--- src/rtl/aqfp_pkg.sv ---
// ---------------------------------------------------------------------------
// aqfp_pkg
// Shared definitions for the AQFP excitation generator:
//   state_t     - controller state encoding (IDLE, SETTLE_IN, RUN, FLUSH)
//   NPHASE      - number of excitation quarter-phases per full cycle
//   XPAT_TABLE  - xout pattern per quarter index q, packed 4 bits per entry
//   xpat()      - table lookup helper
// ---------------------------------------------------------------------------
package aqfp_pkg;

    typedef enum logic [1:0] {
        ST_IDLE      = 2'd0,
        ST_SETTLE_IN = 2'd1,
        ST_RUN       = 2'd2,
        ST_FLUSH     = 2'd3
    } state_t;

    localparam int NPHASE = 4;

    // Entry q lives at bits [4q+3:4q]; q0=1001, q1=0011, q2=0110, q3=1100.
    // Bit k is set when (q-k) mod 4 is 0 or 1, so each phase is high for
    // two consecutive quarters and adjacent phases overlap by one quarter.
    localparam logic [NPHASE*4-1:0] XPAT_TABLE = {4'b1100, 4'b0110, 4'b0011, 4'b1001};

    function automatic logic [3:0] xpat(input logic [1:0] q);
        return XPAT_TABLE[{q, 2'b00} +: 4];
    endfunction

endpackage

--- src/rtl/aqfp_phase_seq.sv ---
// ---------------------------------------------------------------------------
// aqfp_phase_seq
// Quarter-phase sequencer: a DIV-clock divider feeding a modulo-4 quarter
// counter q.
//   clock, reset : system clock, synchronous active-high reset
//   clr          : hold divider and q at zero (used outside RUN)
//   en           : advance the divider this clock
//   q            : registered quarter index
//   q_next       : value q takes at the next edge (lets the parent register
//                  xout in lockstep with q)
//   wrap         : high on the last clock of q=3, i.e. the edge that ends a
//                  full excitation cycle
// ---------------------------------------------------------------------------
module aqfp_phase_seq #(
    parameter int DIV = 4
) (
    input  logic       clock,
    input  logic       reset,
    input  logic       clr,
    input  logic       en,
    output logic [1:0] q,
    output logic [1:0] q_next,
    output logic       wrap
);

    localparam int DW = $clog2(DIV + 1);

    logic [DW-1:0] r_div;
    logic [1:0]    r_q;
    logic          w_tick;

    assign w_tick = en && (r_div == DW'(DIV - 1));
    assign wrap   = w_tick && (r_q == 2'd3);
    assign q      = r_q;

    always_comb begin
        q_next = r_q;
        if (clr) begin
            q_next = 2'd0;
        end else if (w_tick) begin
            q_next = r_q + 2'd1;
        end
    end

    always_ff @(posedge clock) begin
        if (reset || clr) begin
            r_div <= '0;
            r_q   <= 2'd0;
        end else if (en) begin
            r_div <= w_tick ? '0 : r_div + DW'(1);
            r_q   <= q_next;
        end
    end

endmodule

--- src/rtl/aqfp_excite_gen.sv ---
// ---------------------------------------------------------------------------
// aqfp_excite_gen
// Burst controller for an AQFP cell column: DC bias ramp-in, four-phase AC
// excitation for n_cycles full cycles (or until stop), DC-only flush, done.
//   clock, reset : system clock, synchronous active-high reset
//   start        : one-clock burst request, honoured only in IDLE
//   n_cycles     : burst length in full cycles (0 = continuous), latched on start
//   stop         : graceful stop, takes effect at the next cycle boundary
//   dcout        : DC bias enable
//   xout[3:0]    : excitation phases, bit k = phase k
//   phase[1:0]   : current quarter index q
//   cyc_cnt      : completed cycles in current/last burst (saturating)
//   busy         : high outside IDLE
//   done         : one-clock pulse on return to IDLE
//   dbg_state    : controller state, for observation only
// All outputs are registered.
//
// Handshake: start and stop are level samples on the rising edge; a start is
// accepted only on an edge where the controller is in IDLE and reset is low,
// and busy goes high on that same edge. No acknowledge is returned.
// ---------------------------------------------------------------------------
module aqfp_excite_gen
    import aqfp_pkg::*;
#(
    parameter int DIV    = 4,
    parameter int SETTLE = 16
) (
    input  logic        clock,
    input  logic        reset,
    input  logic        start,
    input  logic [15:0] n_cycles,
    input  logic        stop,
    output logic        dcout,
    output logic [3:0]  xout,
    output logic [1:0]  phase,
    output logic [15:0] cyc_cnt,
    output logic        busy,
    output logic        done,
    output logic [1:0]  dbg_state
);

    localparam int SW = $clog2(SETTLE + 1);

    state_t        r_state;
    logic [SW-1:0] r_settle_cnt;
    logic          r_stop_latch;
    logic [15:0]   r_ncyc;
    logic [15:0]   r_cyc;
    logic          r_dcout;
    logic [3:0]    r_xout;
    logic          r_busy;
    logic          r_done;

    state_t        w_state_n;
    logic [SW-1:0] w_settle_n;
    logic          w_stop_n;
    logic [15:0]   w_ncyc_n;
    logic [15:0]   w_cyc_n;
    logic [15:0]   w_cyc_inc;
    logic          w_dcout_n;
    logic [3:0]    w_xout_n;
    logic          w_done_n;
    logic          w_settle_last;
    logic          w_stop_req;

    logic [1:0]    w_q;
    logic [1:0]    w_q_next;
    logic          w_wrap;

    aqfp_phase_seq #(.DIV(DIV)) u_seq (
        .clock  (clock),
        .reset  (reset),
        .clr    (r_state != ST_RUN),
        .en     (r_state == ST_RUN),
        .q      (w_q),
        .q_next (w_q_next),
        .wrap   (w_wrap)
    );

    assign w_cyc_inc     = (r_cyc == 16'hFFFF) ? r_cyc : r_cyc + 16'd1;
    assign w_settle_last = (r_settle_cnt == SW'(SETTLE - 1));
    // A stop arriving on the boundary edge itself still counts.
    assign w_stop_req    = r_stop_latch || stop;

    always_comb begin
        w_state_n  = r_state;
        w_settle_n = r_settle_cnt;
        w_stop_n   = r_stop_latch;
        w_ncyc_n   = r_ncyc;
        w_cyc_n    = r_cyc;
        w_dcout_n  = 1'b1;
        w_xout_n   = 4'b0000;
        w_done_n   = 1'b0;
        case (r_state)
            ST_IDLE: begin
                w_dcout_n = 1'b0;
                w_stop_n  = 1'b0;
                if (start) begin
                    w_state_n  = ST_SETTLE_IN;
                    w_ncyc_n   = n_cycles;
                    w_cyc_n    = 16'd0;
                    w_settle_n = '0;
                    w_dcout_n  = 1'b1;
                end
            end
            ST_SETTLE_IN: begin
                if (stop) begin
                    w_state_n  = ST_FLUSH;
                    w_settle_n = '0;
                end else if (w_settle_last) begin
                    w_state_n = ST_RUN;
                    w_xout_n  = xpat(2'd0);
                end else begin
                    w_settle_n = r_settle_cnt + SW'(1);
                end
            end
            ST_RUN: begin
                w_stop_n = w_stop_req;
                w_xout_n = xpat(w_q_next);
                if (w_wrap) begin
                    w_cyc_n = w_cyc_inc;
                    if (w_stop_req || ((r_ncyc != 16'd0) && (w_cyc_inc == r_ncyc))) begin
                        w_state_n  = ST_FLUSH;
                        w_settle_n = '0;
                        w_stop_n   = 1'b0;
                        w_xout_n   = 4'b0000;
                    end
                end
            end
            default: begin // ST_FLUSH
                if (w_settle_last) begin
                    w_state_n = ST_IDLE;
                    w_dcout_n = 1'b0;
                    w_done_n  = 1'b1;
                end else begin
                    w_settle_n = r_settle_cnt + SW'(1);
                end
            end
        endcase
    end

    always_ff @(posedge clock) begin
        if (reset) begin
            r_state      <= ST_IDLE;
            r_settle_cnt <= '0;
            r_stop_latch <= 1'b0;
            r_ncyc       <= 16'd0;
            r_cyc        <= 16'd0;
            r_dcout      <= 1'b0;
            r_xout       <= 4'b0000;
            r_busy       <= 1'b0;
            r_done       <= 1'b0;
        end else begin
            r_state      <= w_state_n;
            r_settle_cnt <= w_settle_n;
            r_stop_latch <= w_stop_n;
            r_ncyc       <= w_ncyc_n;
            r_cyc        <= w_cyc_n;
            r_dcout      <= w_dcout_n;
            r_xout       <= w_xout_n;
            r_busy       <= (w_state_n != ST_IDLE);
            r_done       <= w_done_n;
        end
    end

    assign dcout     = r_dcout;
    assign xout      = r_xout;
    assign phase     = w_q;
    assign cyc_cnt   = r_cyc;
    assign busy      = r_busy;
    assign done      = r_done;
    assign dbg_state = r_state;

endmodule

--- config.mk ---
export PLATFORM = sky130hd
export DESIGN_NAME = aqfp_excite_gen
export DESIGN_NICKNAME = d
export VERILOG_FILES = /design/src/rtl/aqfp_pkg.sv /design/src/rtl/aqfp_phase_seq.sv /design/src/rtl/aqfp_excite_gen.sv
export SDC_FILE = /design/constraint.sdc
export NUM_CORES = 1
export LEC_CHECK = 0
export ABC_AREA = 1
export BUFFER_PORTS_ARGS = -buffer_cell sky130_fd_sc_hd__buf_2
export CORE_MARGIN = 3
export CORE_UTILIZATION = 60
export DETAILED_ROUTE_END_ITERATION = 10
export PLACE_DENSITY = 0.83
export SETUP_SLACK_MARGIN = 0.1
export SLEW_MARGIN = 40
export SYNTH_ARGS = -nofsm -noshare
export SYNTH_HDL_FRONTEND = slang
export SYNTH_SLANG_ARGS = --single-unit
export TNS_END_PERCENT = 10
--- constraint.sdc ---
create_clock -name clock -period 5.3 [get_ports clock]
set_clock_uncertainty 0.1 [all_clocks]
set_input_delay 0.53 -clock clock [delete_from_list [all_inputs] [get_ports clock]]
set_output_delay 0.53 -clock clock [all_outputs]
set_load 0.05 [all_outputs]
* After elaboration in Yosys (flattened, before gate mapping)
Index checks and enable logic that the tools add are counted.
** Word-level totals
- Bits in registers :: 52
** Cells by class
- $add $sub $neg :: 4
- Eq/ne operators :: 11
- Shift-type cells :: 1
- Multiplexer cells :: 32
- Reduce and logical (&&, ||, !) cells :: 15
** Operators with widths (number)
- 16-bit 2-to-1 mux :: 3
- 16-bit case mux with 2 select lines :: 1
- 5-bit 2-to-1 mux :: 5
- 16-bit by 1-bit adder with 16-bit output (second input constant) :: 1
- 16-bit == test :: 1
- 16-bit == test (second input constant) :: 1
- 2-bit 2-to-1 mux :: 8
- 4-bit 2-to-1 mux :: 4
- 16-bit nonzero test :: 1
- 16-bit by 5-bit variable part select with 4-bit output (first input constant) :: 1
- 5-bit case mux with 3 select lines :: 1
- 2-bit != test (second input constant) :: 4
- 4-bit case mux with 2 select lines :: 1
- 2-bit case mux with 3 select lines :: 1
- 3-bit AND reduction :: 2
- 5-bit by 1-bit adder with 5-bit output (second input constant) :: 1
- 5-bit by 4-bit == test with 1-bit output (second input constant) :: 1
- 1-bit 2-to-1 mux :: 5
- 2-bit == test (second input constant) :: 2
- 1-bit case mux with 2 select lines :: 2
- 2-bit nonzero test :: 2
- 4-bit OR reduction :: 1
- 3-bit by 1-bit adder with 3-bit output (second input constant) :: 1
- 3-bit by 2-bit == test with 1-bit output (second input constant) :: 1
- 8 further kinds :: 12

* Depth between registers and ports, before layout
- Depth in word-level cells :: 9
- Mapped depth :: 20
- Depth with buffers taken out :: 20

* Modules after synthesis
From an unflattened synthesis, not the netlist that was laid out.
** Second synthesis, totals
- Cells, all modules :: 475
- Area, all modules :: 3067.9 µm²
** By module, submodules not included
- aqfp_excite_gen :: instances 1, cells an instance 436, area an instance 2778.9 µm², sequential area each 940.9 µm²
- aqfp_phase_seq :: instances 1, cells an instance 39, area an instance 289.0 µm², sequential area each 100.1 µm²

* Worst setup path before layout
OpenSTA, ideal clock, no wires.
- Kind :: reg-to-reg
- Start :: reg r_cyc[0], in the netlist cyc_cnt[0]
- End :: reg r_xout[0], in the netlist xout[0]
- Data arrival time :: 2359 ps
- Slack :: 2725 ps
- Stages on the path, launching flop included :: 17
- Buffers on the path :: 1
- Clock period less this slack :: 2575 ps
- Path through :: dfxtp_1 ha_1 nand3_2 nor2_4 nand2_4 buf_6 nand2_4 nand2_2 nand2_2 o21a_1 nand2_1 nor2_2 nand2_2 nand3_4 a21oi_1 o21ai_1 nand2_1
** On the way
- Longest elaborated chain between the ends :: 8
- Elaborated cells between the ends (all ways) :: 9
- Classes of those cells :: add/sub: 1; eq/ne: 2; mux: 4; reduce/logical: 2
** RTL lines
- start, declared :: line aqfp_excite_gen.sv:48 : logic [15:0] r_cyc;
- start signal, assigned :: line aqfp_excite_gen.sv:158 : r_cyc <= w_cyc_n;
- 16-bit by 1-bit adder with 16-bit output / 16-bit == test (equally long branches) :: line aqfp_excite_gen.sv:80 : assign w_cyc_inc = (r_cyc == 16'hFFFF) ? r_cyc : r_cyc + 16'd1;
- 16-bit 2-to-1 mux * :: line aqfp_excite_gen.sv:80
- 16-bit == test * :: line aqfp_excite_gen.sv:122 : if (w_stop_req || ((r_ncyc != 16'd0) && (w_cyc_inc == r_ncyc))) begin
- 1-bit logical AND * :: line aqfp_excite_gen.sv:122
- 1-bit logical OR * :: line aqfp_excite_gen.sv:122
- 4-bit 2-to-1 mux * :: line aqfp_excite_gen.sv:122
- 4-bit 2-to-1 mux * :: line aqfp_excite_gen.sv:120 : if (w_wrap) begin
- 4-bit case mux with 2 select lines * :: line aqfp_excite_gen.sv:94 : case (r_state)
- end signal, assigned :: line aqfp_excite_gen.sv:160 : r_xout <= w_xout_n;
- end, declared :: line aqfp_excite_gen.sv:50 : logic [3:0] r_xout;
Mark *: on every way between the ends. The rest lies on a longest branch, timed or not.
A chain may end at the register's enable or synchronous reset.

* Worst setup path in the final report
- Start :: reg r_state[0], in the netlist dbg_state[0]
- End :: reg r_cyc[3], in the netlist cyc_cnt[3]
** On the way
- Longest elaborated chain between the ends :: 5
- Elaborated cells between the ends (all ways) :: 9
- Classes of those cells :: eq/ne: 3; mux: 1; reduce/logical: 5
** RTL lines
- start, declared :: line aqfp_excite_gen.sv:44 : state_t r_state;
- start signal, assigned :: line aqfp_excite_gen.sv:154 : r_state <= w_state_n;
- 2-bit == test :: line aqfp_excite_gen.sv:74, aqfp_excite_gen.sv:94
- 1-bit logical AND :: line aqfp_phase_seq.sv:32 : assign w_tick = en && (r_div == DW'(DIV - 1));
- 1-bit logical AND :: line aqfp_phase_seq.sv:33 : assign wrap = w_tick && (r_q == 2'd3);
- 2-bit != test (no line)
- 3-bit AND reduction (no line)
Several ways; a longest one is shown, not always the timed one.

==> results.md <==
- CP Cell Sequence: inv_1 > ha_1 > nand3_1 > inv_1 > nand2_1 > o21ai_0 > nand2_1 > nor2_2 > o21ai_0 > a21oi_1
- Fraction of power consumed by sequential logic: 38.9%
- Length of routed met3 wiring: 606 um
- TritonCTS clock tree: done
- Mean cell area of the mapped netlist: 6.499 um2
- Clock-pin transition on the worst setup and hold timing paths: 0.09 ns
- DRC violations left: 0
- Die span in x: 78.78 um
- Routability congestion estimate: 0.9387
- Master cell of the clock root buffer: sky130_fd_sc_hd__clkbuf_8
- Wire length of the first global-routing pass: 13420 um
- Clock period minus worst slack: 3.016 ns
- # IOs: 47
- DRC marker count from the first detailed-route iteration: 283
- Post-synth net total: 517
- Number of placed cells counting well taps: 588
- Cells on Worst Hold Path: 1
- Sw Share: 43.98%
- Total congestion overflow after global routing: 0
- Detail-routed net length per standard cell: 13.45 um
- Number of global-route vias before repair: 2922
- Leakage dissipation: 1.680 nW
- Highest routed metal layer: met4
- Area used by sequential logic in the layout: 1041 um2
- Class of the most critical hold timing path: flip-flop to flip-flop
- Starting utilization of the core area: 64.71%
- Setup TNS: 0 ns
- Worst Path Required: 5.44 ns
- CP max stage cell: sky130_fd_sc_hd__nor2_2
- RSZ-0062 raised after global routing: false
- Skew-Pair Late Insertion Delay: 0.30 ns
- Worst endpoint data arrival time: 3.16 ns
- Length of the first detailed-routing pass in iterations: 5
- Total power of the final layout: 1.304 mW
- Beginning of the worst hold path: u_seq.r_div[0]
- Syn Inst Count: 489
- Internal cell power: 730.2 uW
- Multi-input gate area: 1868 um2
- Number of sinks driven by the clock tree: 52
- Diodes inserted: 0
- Clock Power Share: 16.5%
- Number of nets with antenna violations after routing: 0
- Critical R2R Capture: cyc_cnt[3]
- Number of I/O port buffers: 46
- Highest clock rate: 331.6 MHz
- Number of maximum-capacitance violations: 0
- Count of placed standard cells in the final layout, fillers left out: 595
- Maximum number of pins on one net before global-route repair: 33
- Standard-cell rows: 25
- PwrDens: 372.1 nW/um2
- Longest individual stage delay on the worst path: 0.64 ns
- Switching power: 573.3 uW
- Number of hold buffers added after cts: 0
- Max-slew violations: 0
- Slew HR: 57.37%
- Number of synthesized flops with an enable pin: 0
- Setup CP Type: flip-flop to flip-flop
- Worst Reg2Reg Path Length in Cells: 10
- Gate power share: 44.6%
- Proportion of layout cells with a drive suffix above 1: 15.34%
- Peak VDD IR: 0.3812 mV
- Count of cell types in the netlist: 34
- H-tree levels: 2
- Vias after detailed routing: 3262
- Buffers & Inverters on Critical Path: 2
- CTS Buf Count: 5
- Transition time at the pin with the least slew margin: 0.6388 ns
- Area of the die: 6206 um2
- CTS max path bufs: 2
- Number of endpoints failing setup at the final stage: 0
- Final period utilization: 56.90%
- Status: completed
- Area of the mapped netlist: 3178 um2
- Worst R2R Start: dbg_state[0]
- Post-CTS setup repair buffer count: 0
- Wirelength, routed: 8005 um
- Sequential-to-total area share from yosys stat: 32.76%
- Register bit count reported by yosys: 52
- Setup crit start kind: flip-flop
- Detail Route met2 WL: 3319 um
- Final nets: 556
- HPWL Detailed: 6252 um
- Worst setup slack for register-to-register paths: 2.28 ns
- Tot GR Track Use: 26.96%
- Endpoint class of the critical path: flip-flop
- Number of inserted filler cells in the final layout: 447
- Detail-routed via count per cell: 5.482
- Number of synthesis warnings: 0
- Height of the die: 78.78 um
- Maximum fanout along the worst path: 17
- Top_reg_cell synth: sky130_fd_sc_hd__dfxtp_1
- Detailed-routing wirelength on met1: 3950 um
- Number of antenna violations at the first check in global routing: 0
- Hold endpoint: u_seq.r_div[0]
- Core region area: 4911 um2
- Async SR Flop Fraction: 0%
- Layout area overhead: 10.24%
- Critical path's top delay family: simple AND/OR/NAND/NOR gates
- Cts repair resizes: 0
- Final hold violation count: 0
[cell usage in the layout (no fill, tap or decap), types with 4 or more instances in the layout]
master	synthesis	final
sky130_fd_sc_hd__nand4_1	15	15
sky130_fd_sc_hd__dfxtp_1	52	52
sky130_fd_sc_hd__inv_1	53	53
sky130_fd_sc_hd__nand3_2	4	4
sky130_fd_sc_hd__buf_2	2	46
sky130_fd_sc_hd__clkbuf_8	0	5
sky130_fd_sc_hd__nand3_1	38	38
sky130_fd_sc_hd__nand2_2	8	9
sky130_fd_sc_hd__ha_1	8	8
sky130_fd_sc_hd__nor2_2	5	6
sky130_fd_sc_hd__a21oi_1	37	37
sky130_fd_sc_hd__nand2_1	145	144
sky130_fd_sc_hd__o21ai_0	27	27
sky130_fd_sc_hd__xor2_1	8	8
sky130_fd_sc_hd__nor2_1	47	46
[synth_stat cells, types with 2 or more instances]
cell | instances | share of area, %
sky130_fd_sc_hd__nand2_1 | 145 | 17
sky130_fd_sc_hd__nand3_4 | 2 | 1.1
sky130_fd_sc_hd__ha_1 | 8 | 3.1
sky130_fd_sc_hd__buf_6 | 2 | 0.71
sky130_fd_sc_hd__nand3_1 | 38 | 6.0
sky130_fd_sc_hd__nand4_1 | 15 | 3.0
sky130_fd_sc_hd__clkbuf_1 | 8 | 0.94
sky130_fd_sc_hd__o21bai_1 | 2 | 0.47
sky130_fd_sc_hd__nor2_1 | 47 | 5.6
sky130_fd_sc_hd__a21oi_1 | 37 | 5.8
sky130_fd_sc_hd__o21ai_0 | 27 | 4.3
sky130_fd_sc_hd__nor2_2 | 5 | 0.98
sky130_fd_sc_hd__nand3_2 | 4 | 1.3
sky130_fd_sc_hd__nor3_1 | 3 | 0.47
sky130_fd_sc_hd__xnor2_1 | 3 | 0.83
sky130_fd_sc_hd__dfxtp_1 | 52 | 33
sky130_fd_sc_hd__nand2_4 | 3 | 1.1
sky130_fd_sc_hd__buf_2 | 2 | 0.31
sky130_fd_sc_hd__nor2_4 | 3 | 1.1
sky130_fd_sc_hd__o21ai_1 | 3 | 0.47
sky130_fd_sc_hd__inv_1 | 53 | 6.3
sky130_fd_sc_hd__xor2_1 | 8 | 2.2
sky130_fd_sc_hd__nand2_2 | 8 | 1.6
[worst max-delay path by stage]
stage / to / slack, ns / cells past startpoint / start
global placement: cyc_cnt[3] / 2.25 / 10 / dbg_state[0]
global route: cyc_cnt[3] / 2.02 / 10 / dbg_state[0]
CTS: cyc_cnt[3] / 2.33 / 10 / dbg_state[0]
floorplan: xout[0] / 2.73 / 16 / cyc_cnt[0]
detailed placement: cyc_cnt[3] / 2.37 / 10 / dbg_state[0]
finish: cyc_cnt[3] / 2.28 / 10 / dbg_state[0]
[power by group through the flow]
stage | logic (mW) | registers [mW] | clock network [mW]
6_report | 0.582 | 0.507 | 0.215
5_1_grt | 0.652 | 0.516 | 0.233
4_1_cts | 0.575 | 0.506 | 0.218
3_5_place_dp | 0.573 | 0.515 | 0
3_3_place_gp | 0.560 | 0.513 | 0
2_1_floorplan | 0.397 | 0.568 | 0
[metal layers]
| metal | track usage (%) | vias up |
|---|---|---|
| li1 | - | 1667 |
| met1 | 39.77 | 1449 |
| met2 | 39.98 | 132 |
| met3 | 5.329 | 14 |
| met4 | 6.993 | 0 |
| met5 | 0 | - |
[cell type report]
type / count / area share, %
clock buffers: 6 / 2.071
clock inverters: 1 / 0.1429
inverters: 54 / 5.786
multi-input cells: 369 / 53.32
flip-flops and latches: 52 / 29.71
well taps: 67 / 2.393
repair buffers: 46 / 6.571
[state kept, by name, summed over array words and instances, names as in the netlist, 2 cells and up]
signal and count:
u_seq.r_div 3, u_seq.q 2, xout 4, r_settle_cnt 5
r_ncyc 16, dbg_state 2, cyc_cnt 16
[per-stage QoR]
stage          utilization (%)  hold WS [ns]  setup slack, ns  area, um2
3_5_place_dp             69.71        0.3297            2.366       3423
2_1_floorplan                -        0.3070            2.725       3178
3_3_place_gp             69.66        0.3296            2.247       3421
5_1_grt                  71.34        0.3709            2.021       3503
4_1_cts                  71.29        0.3423            2.329       3501
6_report                 71.34        0.3511            2.284       3503
[logic make-up (layout without fill, tap and decap cells)]
family,after synthesis,after routing,share of synthesized area (%)
xor+xnor,12,12,3.740
fa+ha+maj,8,8,3.150
flops,52,52,32.76
simple gates,275,275,39.53
compound gates,74,74,12.20
buf+inv,68,107,8.622
Note: power is estimated with default switching activity, not from simulation.
